### config.mk
export PLATFORM = sky130hd
export DESIGN_NAME = uart_rx_fifo
export DESIGN_NICKNAME = d
export VERILOG_FILES = /design/src/rtl/uart_rx_fifo.sv
export SDC_FILE = /design/constraint.sdc
export NUM_CORES = 1
export LEC_CHECK = 0
export ABC_AREA = 1
export ABC_CLOCK_PERIOD_IN_PS = 2150
export CORE_UTILIZATION = 35
export DETAILED_ROUTE_END_ITERATION = 10
export PLACE_DENSITY = 0.49
export RECOVER_POWER = 25
export SLEW_MARGIN = 20
export SYNTH_ARGS = -nofsm -noshare
export SYNTH_HDL_FRONTEND = slang
export SYNTH_SLANG_ARGS = --single-unit
### constraint.sdc
create_clock -name sysclk -period 2.15 [get_ports sysclk]
set_clock_uncertainty 0.1 [all_clocks]
set_input_delay 0.43 -clock sysclk [delete_from_list [all_inputs] [get_ports sysclk]]
set_output_delay 0.43 -clock sysclk [all_outputs]
set_load 0.05 [all_outputs]
### src/rtl/uart_rx_fifo.sv
// uart_rx_fifo: 16x-oversampled UART receiver feeding a first-word-fall-through receive FIFO.
// Optional parity checking is compiled in by defining UART_RX_PARITY_EN.
module uart_rx_fifo #(
  parameter int DATA_BITS  = 8,
  parameter int BAUD_DIV   = 651,
  parameter int FIFO_DEPTH = 4,
  parameter int PARITY_ODD = 0
) (
  input  logic                          sysclk,
  input  logic                          reset,
  input  logic                          UART_RX,
  output logic [DATA_BITS-1:0]          rx_data,
  output logic                          rx_valid,
  input  logic                          rx_ready,
  output logic                          frame_err,
  output logic                          parity_err,
  output logic                          overrun,
  output logic [$clog2(FIFO_DEPTH):0]   fifo_count
);

  localparam int PTR_W  = $clog2(FIFO_DEPTH);
  localparam int TICK_W = (BAUD_DIV > 1) ? $clog2(BAUD_DIV) : 1;
  localparam logic [TICK_W-1:0] TICK_LAST  = TICK_W'(BAUD_DIV - 1);
  localparam logic [2:0]        LAST_BIT   = 3'(DATA_BITS - 1);
  localparam logic [PTR_W:0]    FULL_COUNT = (PTR_W + 1)'(FIFO_DEPTH);

  if (DATA_BITS < 5 || DATA_BITS > 8) begin : g_bad_data_bits
    $error("uart_rx_fifo: DATA_BITS must be 5..8");
  end
  if (FIFO_DEPTH < 2 || FIFO_DEPTH > 64 || (FIFO_DEPTH & (FIFO_DEPTH - 1)) != 0) begin : g_bad_depth
    $error("uart_rx_fifo: FIFO_DEPTH must be a power of two in 2..64");
  end
  if (PARITY_ODD != 0 && PARITY_ODD != 1) begin : g_bad_parity
    $error("uart_rx_fifo: PARITY_ODD must be 0 or 1");
  end

  typedef enum logic [2:0] {
    IDLE,
    START,
    DATA,
`ifdef UART_RX_PARITY_EN
    PARITY,
`endif
    STOP
  } state_t;

  state_t                state, state_next;
  logic                  rx_meta, rx_sync;
  logic [TICK_W-1:0]     tick_cnt;
  logic                  tick;
  logic [3:0]            sample_cnt;
  logic [2:0]            bit_cnt;
  logic [1:0]            hist;
  logic                  vote;
  logic [DATA_BITS-1:0]  shift_reg;
  logic                  take_bit;
  logic                  decide;
  logic                  good_frame;
  logic                  wr_pending;
  logic [DATA_BITS-1:0]  wr_word;

  logic [DATA_BITS-1:0]  mem [FIFO_DEPTH];
  logic [PTR_W-1:0]      wr_ptr, rd_ptr;
  logic [PTR_W:0]        count;
  logic                  full, push, pop;

  always_ff @(posedge sysclk or negedge reset) begin
    if (!reset) begin
      rx_meta <= 1'b1;
      rx_sync <= 1'b1;
    end else begin
      rx_meta <= UART_RX;
      rx_sync <= rx_meta;
    end
  end

  assign tick = (tick_cnt == TICK_LAST);

  always_ff @(posedge sysclk or negedge reset) begin
    if (!reset) tick_cnt <= '0;
    else if (tick) tick_cnt <= '0;
    else tick_cnt <= tick_cnt + 1'b1;
  end

  // hist holds the two previous oversamples, so at sample N the vote covers N-2, N-1 and N
  assign vote = (hist[1] & hist[0]) | (hist[1] & rx_sync) | (hist[0] & rx_sync);

  always_ff @(posedge sysclk or negedge reset) begin
    if (!reset) state <= IDLE;
    else state <= state_next;
  end

`ifdef UART_RX_PARITY_EN
  logic take_par;
  logic par_bit;
  logic par_fail;
`endif

  always_comb begin
    state_next = state;
    take_bit   = 1'b0;
    decide     = 1'b0;
`ifdef UART_RX_PARITY_EN
    take_par   = 1'b0;
`endif
    case (state)
      IDLE: begin
        if (!rx_sync) state_next = START;
      end
      START: begin
        if (tick) begin
          if (sample_cnt == 4'd8 && vote) state_next = IDLE;
          else if (sample_cnt == 4'd15) state_next = DATA;
        end
      end
      DATA: begin
        if (tick) begin
          if (sample_cnt == 4'd9) take_bit = 1'b1;
          if (sample_cnt == 4'd15 && bit_cnt == LAST_BIT) begin
`ifdef UART_RX_PARITY_EN
            state_next = PARITY;
`else
            state_next = STOP;
`endif
          end
        end
      end
`ifdef UART_RX_PARITY_EN
      PARITY: begin
        if (tick) begin
          if (sample_cnt == 4'd9) take_par = 1'b1;
          if (sample_cnt == 4'd15) state_next = STOP;
        end
      end
`endif
      STOP: begin
        // Leaving at mid-stop-bit gives half a bit of slack to catch the next start edge
        if (tick && sample_cnt == 4'd9) begin
          decide     = 1'b1;
          state_next = IDLE;
        end
      end
      default: state_next = IDLE;
    endcase
  end

  always_ff @(posedge sysclk or negedge reset) begin
    if (!reset) begin
      sample_cnt <= '0;
      bit_cnt    <= '0;
      hist       <= 2'b11;
      shift_reg  <= '0;
    end else begin
      if (state == IDLE) sample_cnt <= '0;
      else if (tick) sample_cnt <= sample_cnt + 1'b1;
      if (state != DATA) bit_cnt <= '0;
      else if (tick && sample_cnt == 4'd15) bit_cnt <= bit_cnt + 1'b1;
      if (tick) hist <= {hist[0], rx_sync};
      if (take_bit) shift_reg <= {vote, shift_reg[DATA_BITS-1:1]};
    end
  end

`ifdef UART_RX_PARITY_EN
  assign par_fail = ((^shift_reg) ^ par_bit) != 1'(PARITY_ODD);

  always_ff @(posedge sysclk or negedge reset) begin
    if (!reset) begin
      par_bit    <= 1'b0;
      parity_err <= 1'b0;
    end else begin
      if (take_par) par_bit <= vote;
      parity_err <= decide && vote && par_fail;
    end
  end

  assign good_frame = decide && vote && !par_fail;
`else
  assign parity_err = 1'b0;
  assign good_frame = decide && vote;
`endif

  always_ff @(posedge sysclk or negedge reset) begin
    if (!reset) begin
      frame_err  <= 1'b0;
      wr_pending <= 1'b0;
      wr_word    <= '0;
    end else begin
      frame_err  <= decide && !vote;
      wr_pending <= good_frame;
      if (good_frame) wr_word <= shift_reg;
    end
  end

  // A full FIFO still accepts a write when the head is popped in the same cycle
  assign full     = (count == FULL_COUNT);
  assign rx_valid = (count != '0);
  assign pop      = rx_valid && rx_ready;
  assign push     = wr_pending && (!full || pop);

  always_ff @(posedge sysclk or negedge reset) begin
    if (!reset) begin
      wr_ptr  <= '0;
      rd_ptr  <= '0;
      count   <= '0;
      overrun <= 1'b0;
    end else begin
      if (push) wr_ptr <= wr_ptr + 1'b1;
      if (pop) rd_ptr <= rd_ptr + 1'b1;
      case ({push, pop})
        2'b10:   count <= count + 1'b1;
        2'b01:   count <= count - 1'b1;
        default: count <= count;
      endcase
      overrun <= wr_pending && full && !pop;
    end
  end

  always_ff @(posedge sysclk) begin
    if (push) mem[wr_ptr] <= wr_word;
  end

  assign rx_data    = rx_valid ? mem[rd_ptr] : '0;
  assign fifo_count = count;

endmodule

==> results of run 1 <==
## stage by stage
| step | TNS (ns) | hold slack, ns | cell area (sq um) | setup slack [ns] | util, % |
|---|---|---|---|---|---|
| global placement | -0.1365 | 0.2478 | 4184 | -0.1365 | 42.03 |
| CTS | 0 | 0.2612 | 4389 | 0.002544 | 44.09 |
| finish | 0 | 0.2595 | 4415 | 0.09477 | 44.36 |
| global route | -0.04515 | 0.2619 | 4415 | -0.01083 | 44.36 |
| floorplan | -0.2293 | 0.03441 | 3690 | -0.06096 | - |
| detailed placement | -0.2470 | 0.2478 | 4184 | -0.1846 | 42.03 |
## kinds of logic after synthesis
| logic type | share of synthesized area (%) |
|---|---|
| simple gates | 22.30 |
| fa+ha+maj | 4.645 |
| xor+xnor | 2.391 |
| buf+inv | 5.396 |
| flops | 59.84 |
| compound gates | 5.328 |
| other cells | 0.1024 |
## per-layer routing
| metal | vias up | wire (um) | GRT usage [%] |
|---|---|---|---|
| met2 | 29 | 3219 | 22.00 |
| li1 | 1294 | - | - |
| met4 | 0 | 79 | 5.816 |
| met3 | 9 | 171 | 2.882 |
| met5 | - | 0 | 0 |
| met1 | 1167 | 3229 | 18.28 |
## worst max path at each step
stage | startpoint | endpoint | slack, ns | cells after the start
4_1_cts | fifo_count[2] | fifo_count[2] | 0.003 | 1
6_report | fifo_count[1] | fifo_count[1] | 0.09 | 1
3_3_place_gp | rx_ready | fifo_count[2] | -0.14 | 10
5_1_grt | rd_ptr[0] | rx_data[1] | -0.01 | 6
3_5_place_dp | rx_ready | fifo_count[2] | -0.18 | 10
2_1_floorplan | rd_ptr[0] | rx_data[6] | -0.06 | 5
## timing repair
action / 4_1_cts / 5_1_grt
hold endpoints to repair: 18 / 0
cloned: 0 / 0
endpoints found under the setup margin: 8 / 11
hold buffers: 1 / 0
pin swaps: 1 / 3
resized for setup: 4 / 11
setup buffers: 0 / 0
## final cells by class
cell class / count / area, sq um / share of cell area [%]
clock buffers: 9 / 123.9 / 2.805
clock inverters: 7 / 61.31 / 1.388
inverters: 40 / 156.4 / 3.542
multi-input cells: 243 / 1306 / 29.58
flip-flops and latches: 81 / 2196 / 49.73
well taps: 133 / 166.4 / 3.769
repair buffers: 34 / 405.4 / 9.181
## power groups by stage
stage               clock [W]  sequential (W)  combinational [W]
floorplan                   0         0.00182           0.000950
global placement            0         0.00173            0.00178
detailed placement          0         0.00173            0.00179
CTS                   0.00110         0.00170            0.00181
global route          0.00116         0.00171            0.00197
finish                0.00105         0.00170            0.00183
## cells in the mapped netlist (all sizes together)
cell	n	area share (%)
inv	39	4.0
a211oi	1	0.20
dfrtp	45	31
and3	1	0.17
dfstp	4	2.9
xor2	6	1.4
nand4	12	2.0
nor3	5	0.82
o21ai	22	3.0
ha	12	4.1
nand2	71	7.5
nor2	60	6.8
fa	1	0.55
nor4	2	0.34
a21oi	14	1.9
nor3b	1	0.20
clkbuf	1	0.10
edfxtp	32	26
o31ai	1	0.20
conb	1	0.10
nand3b	1	0.20
nand3	28	4.2
xnor2	4	0.96
clkinv	1	0.10
buf	7	1.2
==> flow_summary.rst, run 1 <==
.. list-table::
   :header-rows: 1

   * - Metric
     - Value
   * - Result of the run
     - finished, final reports clean
   * - Wire length per cell
     - 12.25 um
   * - Flip-flop and latch count after synthesis
     - 81
   * - Design internal power
     - 0.002871 W
   * - Worst Path Class, Setup
     - flip-flop to primary output
   * - Total die area
     - 10880 sq um
   * - Area of the mapped netlist
     - 3664 sq um
   * - Largest net degree at the start of global routing
     - 32
   * - Cell class contributing the biggest share of worst-path delay
     - buffers and inverters
   * - Final setup violation count
     - 0
   * - Number of cells produced by synthesis
     - 372
   * - CP peak stage delay
     - 0.79 ns
   * - Fraction of power spent switching nets
     - 37.38%
   * - Cell depth of the worst hold path
     - 0
   * - Length in cells of the worst reg-to-reg path
     - 9
   * - Placed Cells
     - 530
   * - Clock net sink count
     - 81
   * - Number of port buffers
     - 17
   * - Routed via count divided by cell count
     - 4.569
   * - Max H-tree Level
     - 3
   * - Synthesized area per cell
     - 9.848 sq um
   * - Worst reg2reg path endpoint
     - fifo_count[2]
   * - Die X-Extent
     - 104.3 um
   * - Clock network fraction of total power
     - 22.9%
   * - Residual DRC count
     - 0
   * - Flip-flop count of the largest register after layout
     - 32
   * - Max Transition Viols Final
     - 0
   * - TritonCTS buffer count
     - 9
   * - Via count of the routed design
     - 2499
   * - Fraction of layout instances using a drive strength above 1
     - 17.15%
   * - TritonCTS clock tree
     - done
   * - Remaining max-slew budget at the tightest pin
     - 24.75%
   * - Count of buffering cells on the critical path with inverters included
     - 1
   * - Row Count
     - 36
   * - Final Critical Period
     - 2.055 ns
   * - Deepest clock path buffer count
     - 2
   * - Crit path capture type
     - primary output
   * - Gate power share
     - 39.9%
   * - Power per Cell Area
     - 1038 nW/um^2
   * - Layout-stage area growth over the synthesis result
     - 20.53%
   * - Number of library cell types mapped by synthesis
     - 34
   * - Number of global-route vias before repair
     - 2528
   * - Arrival time of data at the critical path endpoint
     - 1.53 ns
   * - Sequential area share after synthesis
     - 59.84%
   * - IR Drop Worst-Case VDD
     - 0.0005703 V
   * - Wire length reported by the detailed router
     - 6.700 mm
   * - Flop pwr share
     - 37.2%
   * - Leak Pwr
     - 2.081 nW
   * - Commonest non-fill, non-tap cell in the layout
     - sky130_fd_sc_hd__nand2_1
   * - Hold violation total from the final report
     - 0
   * - Terminating pin of the worst hold path
     - rx_sync
   * - Fillers
     - 979
   * - Nets@finish
     - 426
   * - Critical-path maximum fanout
     - 3
   * - Post-Layout Cell Count
     - 547
   * - Number of antenna violations at the first check in global routing
     - 0
   * - Global-route total usage across every layer
     - 13.84%
   * - Boundary pin count
     - 19
   * - Unrepaired setup endpoints after global routing
     - true
   * - Starting DRC count in detailed routing
     - 120
   * - Worst min-delay path class
     - flip-flop to flip-flop
   * - CP max-delay cell
     - sky130_fd_sc_hd__clkdlybuf4s50_1
   * - Biggest register
     - mem
   * - Largest registers
     - mem x32, tick_cnt x10
   * - Maximum clock rate
     - 486.6 MHz
   * - Remaining number of nets flagged by the antenna check after routing
     - 0
   * - Startpoint of the worst hold path
     - rx_meta
   * - First-pass detailed-route iteration total
     - 4
   * - Slew at the pin closest to its max-slew limit
     - 1.129 ns
   * - Final total power
     - 0.004585 W
   * - Net count after synthesis
     - 389
   * - Max-cap violations
     - 0
   * - Core area
     - 9955 sq um
   * - Startpoint Class
     - flip-flop
   * - Die outline height
     - 104.3 um
   * - Count of antenna diodes in the layout
     - 0
   * - Commonest non-fill, non-tap cells in the layout
     - sky130_fd_sc_hd__nand2_1 (68), sky130_fd_sc_hd__nor2_1 (56), sky130_fd_sc_hd__dfrtp_1 (42)
   * - Clock insertion delay at the later pin of the skew report
     - 0.35 ns
   * - Clock-pin transition on the worst setup and hold timing paths
     - 0.09 ns
   * - Grt total ovfl
     - 0
   * - Placer's final routability congestion estimate
     - 0.7559
   * - Wire length of the first global-routing pass
     - 12.05 mm
   * - Reg2reg setup slack
     - 0.21 ns
   * - Detailed placer's ending HPWL
     - 4.690 mm
   * - Initial Util
     - 36.80%
   * - Net Switching
     - 0.001714 W
   * - Period utilization
     - 95.59%
   * - Synthesis Warnings
     - 0
   * - Required time at the endpoint of the critical path
     - 1.62 ns
   * - Worst-path cell chain
     - clkdlybuf4s50_1
   * - Beginning of the worst register-to-register path
     - fifo_count[1]
   * - Clock root buffer master
     - sky130_fd_sc_hd__clkbuf_8
No activity file was read; power rests on OpenSTA's default activity.
==> run 2, diff against run 1 <==
--- a/config.mk
+++ b/config.mk
@@ -6,7 +6,7 @@
 export NUM_CORES = 1
 export LEC_CHECK = 0
 export ABC_AREA = 1
-export ABC_CLOCK_PERIOD_IN_PS = 2150
+export ABC_CLOCK_PERIOD_IN_PS = 2200
 export CORE_UTILIZATION = 35
 export DETAILED_ROUTE_END_ITERATION = 10
 export PLACE_DENSITY = 0.49
==> constraint.sdc (replaced) <==
create_clock -name sysclk -period 2.2 [get_ports sysclk]
set_clock_uncertainty 0.1 [all_clocks]
set_input_delay 0.44 -clock sysclk [delete_from_list [all_inputs] [get_ports sysclk]]
set_output_delay 0.44 -clock sysclk [all_outputs]
set_load 0.05 [all_outputs]
==> run 2 against run 1 <==
Against the previous run: combinational power is 7% lower; worst hold slack improved by 0.0012 ns; via count rose by 1.4%; sequential cell count did not move; clock power is 17% higher; cell count grew 0.18%; worst setup slack got worse by 0.023 ns; register-to-register slack improved by 0.02 ns; final area about the same.
==> flow_summary.rst, run 2 (same netlist as run 1, synthesis figures left out) <==
.. list-table::
   :header-rows: 1

   * - Metric
     - Value
   * - Boundary pin count
     - 19 (unchanged)
   * - Arrival time of data at the critical path endpoint
     - 1.59 ns (+0.06 ns)
   * - Core area
     - 9955 sq um (unchanged)
   * - Detailed placer's ending HPWL
     - 4.720 mm (+0.63%)
   * - Net Switching
     - 0.001629 W (-5.0%)
   * - Via count of the routed design
     - 2533 (+1.4%)
   * - Final setup violation count
     - 0 (unchanged)
   * - Wire length of the first global-routing pass
     - 11.56 mm (-4.1%)
   * - Final Critical Period
     - 2.128 ns
   * - Wire length reported by the detailed router
     - 6.634 mm (-0.99%)
   * - Flip-flop count of the largest register after layout
     - 32 (unchanged)
   * - Final cell utilization of the core
     - 44.39% (about the same)
   * - Power per Cell Area
     - 1041 nW/um^2 (+0.28%)
   * - Commonest non-fill, non-tap cell in the layout
     - sky130_fd_sc_hd__nand2_1
   * - Fillers
     - 962 (-1.7%)
   * - TritonCTS clock tree
     - done
   * - Count of antenna diodes in the layout
     - 0 (unchanged)
   * - TritonCTS buffer count
     - 9 (unchanged)
   * - Required time at the endpoint of the critical path
     - 1.66 ns (+0.04 ns)
   * - Largest registers
     - mem x32, tick_cnt x10
   * - Period utilization
     - 96.74%
   * - Number of port buffers
     - 17 (unchanged)
   * - Row Count
     - 36 (unchanged)
   * - Setup Total Neg Slack
     - 0 ns (unchanged)
   * - Wire length per cell
     - 12.11 um (-1.2%)
   * - Clock insertion delay at the later pin of the skew report
     - 0.36 ns (about the same)
   * - Starting DRC count in detailed routing
     - 84 (-30%)
   * - Result of the run
     - finished, final reports clean
   * - Gate power share
     - 37.2% (-2.7 points)
   * - Max H-tree Level
     - 3 (unchanged)
   * - Startpoint Class
     - flip-flop
   * - Clock network fraction of total power
     - 26.7% (+3.8 points)
   * - Fraction of layout instances using a drive strength above 1
     - 15.66% (-1.5 points)
   * - Remaining number of nets flagged by the antenna check after routing
     - 0 (unchanged)
   * - Max-cap violations
     - 0 (unchanged)
   * - Clock net sink count
     - 81 (unchanged)
   * - Deepest clock path buffer count
     - 2 (unchanged)
   * - Maximum clock rate
     - 469.9 MHz
   * - Commonest non-fill, non-tap cells in the layout
     - sky130_fd_sc_hd__nand2_1 (69), sky130_fd_sc_hd__nor2_1 (56), sky130_fd_sc_hd__dfrtp_1 (43)
   * - Leak Pwr
     - 2.081 nW (about the same)
   * - Nets@finish
     - 427 (+0.23%)
   * - Area of combinational cells with multiple inputs
     - 1289 sq um (-1.3%)
   * - Initial Util
     - 36.80% (unchanged)
   * - Fraction of power spent switching nets
     - 35.39% (-2.0 points)
   * - Placer's final routability congestion estimate
     - 0.7353 (-2.7%)
   * - Beginning of the worst register-to-register path
     - fifo_count[0]
   * - Slew at the pin closest to its max-slew limit
     - 1.132 ns (+0.003422 ns)
   * - Global-route total usage across every layer
     - 13.41% (-0.44 points)
   * - Total die area
     - 10880 sq um (unchanged)
   * - Worst-path cell chain
     - buf_12 > inv_4 > o21ai_0 > a21oi_1 > buf_12
   * - Layout-stage area growth over the synthesis result
     - 20.63% (about the same)
   * - CP max-delay cell
     - sky130_fd_sc_hd__dfrtp_1
   * - Grt total ovfl
     - 0 (unchanged)
   * - Beginning of the critical path
     - rd_ptr[0]
   * - Design internal power
     - 0.002973 W (+3.6%)
   * - Residual DRC count
     - 0 (unchanged)
   * - Hold violation total from the final report
     - 0 (unchanged)
   * - Die X-Extent
     - 104.3 um (unchanged)
   * - Number of global-route vias before repair
     - 2484 (-1.7%)
   * - Routed via count divided by cell count
     - 4.622 (+1.2%)
   * - Startpoint of the worst hold path
     - rx_meta
   * - Clock-pin transition on the worst setup and hold timing paths
     - 0.09 ns (about the same)
   * - Die outline height
     - 104.3 um (unchanged)
   * - Flop pwr share
     - 36.1% (-1.1 points)
   * - Max Transition Viols Final
     - 0 (unchanged)
   * - Clock root buffer master
     - sky130_fd_sc_hd__clkbuf_8
   * - First-pass detailed-route iteration total
     - 4 (unchanged)
   * - Remaining max-slew budget at the tightest pin
     - 24.53% (-0.23 points)
   * - IR Drop Worst-Case VDD
     - 0.0006549 V (+15%)
   * - Largest net degree at the start of global routing
     - 22 (-31%)
   * - Fin Hold WS
     - 0.2607 ns (+0.001176 ns)
   * - Worst min-delay path class
     - flip-flop to flip-flop
   * - Number of buffers inserted by post-CTS setup repair
     - 0 (unchanged)
   * - CP peak stage delay
     - 0.41 ns (-0.38 ns)
   * - Critical-path maximum fanout
     - 19 (+16)
   * - Biggest register
     - mem
   * - Unrepaired setup endpoints after global routing
     - true
   * - Number of antenna violations at the first check in global routing
     - 0 (unchanged)
   * - Crit path capture type
     - primary output
   * - Worst Path Class, Setup
     - flip-flop to primary output
   * - CP most frequent cell
     - sky130_fd_sc_hd__buf_12
   * - FF+latch area
     - 2195 sq um (about the same)
-- run 2: cell type report --
type                       count  area share (%)
multi-input combinational    243           29.16
clock inverter                 7           2.293
clock buffer                   9           2.803
timing repair buffer          35           8.834
tap                          133           3.766
inverter                      40           3.482
sequential                    81           49.66
-- run 2: metrics by stage --
stage	total power, W	instance area [sq um]	worst slack, ns	std cells
CTS	0.004637	4409	0.005263	548
floorplan	0.002666	3670	-0.03793	372
detailed placement	0.003398	4172	-0.1265	531
global route	0.004832	4419	-0.02881	548
global placement	0.003393	4172	-0.1028	531
finish	0.004602	4419	0.07168	548
-- run 2: power groups by stage --
| stage | Clock [W] | Sequential (W) | Combinational, W |
|---|---|---|---|
| 2_1_floorplan | 0 | 0.00178 | 0.000890 |
| 6_report | 0.00123 | 0.00166 | 0.00171 |
| 4_1_cts | 0.00126 | 0.00166 | 0.00171 |
| 3_5_place_dp | 0 | 0.00169 | 0.00170 |
| 3_3_place_gp | 0 | 0.00169 | 0.00170 |
| 5_1_grt | 0.00131 | 0.00167 | 0.00185 |
-- run 2: worst paths after layout --
kind	to	slack [ns]	cells after the start
min	rx_sync	0.26	0
max reg2reg	fifo_count[2]	0.23	9
min in group asynchronous	tick_cnt[8]	0.72	2
max in group asynchronous	hist[0]	0.38	3
max	rx_data[3]	0.07	5
min reg2reg	rx_sync	0.26	0
-- run 2: per-layer routing --
| metal | GRT usage (%) | part of all wire [%] | up-vias |
|---|---|---|---|
| li1 | - | - | 1302 |
| met1 | 16.38 | 47 | 1192 |
| met2 | 22.28 | 48 | 30 |
| met3 | 3.133 | 2.7 | 9 |
| met4 | 6.327 | 1.7 | 0 |
| met5 | 0 | 0 | - |
-- run 2: critical path, delay by kind of cell, from the launching register on --
kind | cells | cell delay, ns
flip-flops | 1 | 0.41
buffers and inverters | 3 | 0.45
AO/OA/AOI/OAI | 2 | 0.35
-- run 2: what timing repair did --
| action | in CTS | in global routing |
|---|---|---|
| gates resized for setup | 3 | 3 |
| setup endpoints to repair | 8 | 5 |
| endpoints found under the hold margin | 18 | 0 |
| pin swaps | 2 | 2 |
| hold buffers | 1 | 0 |
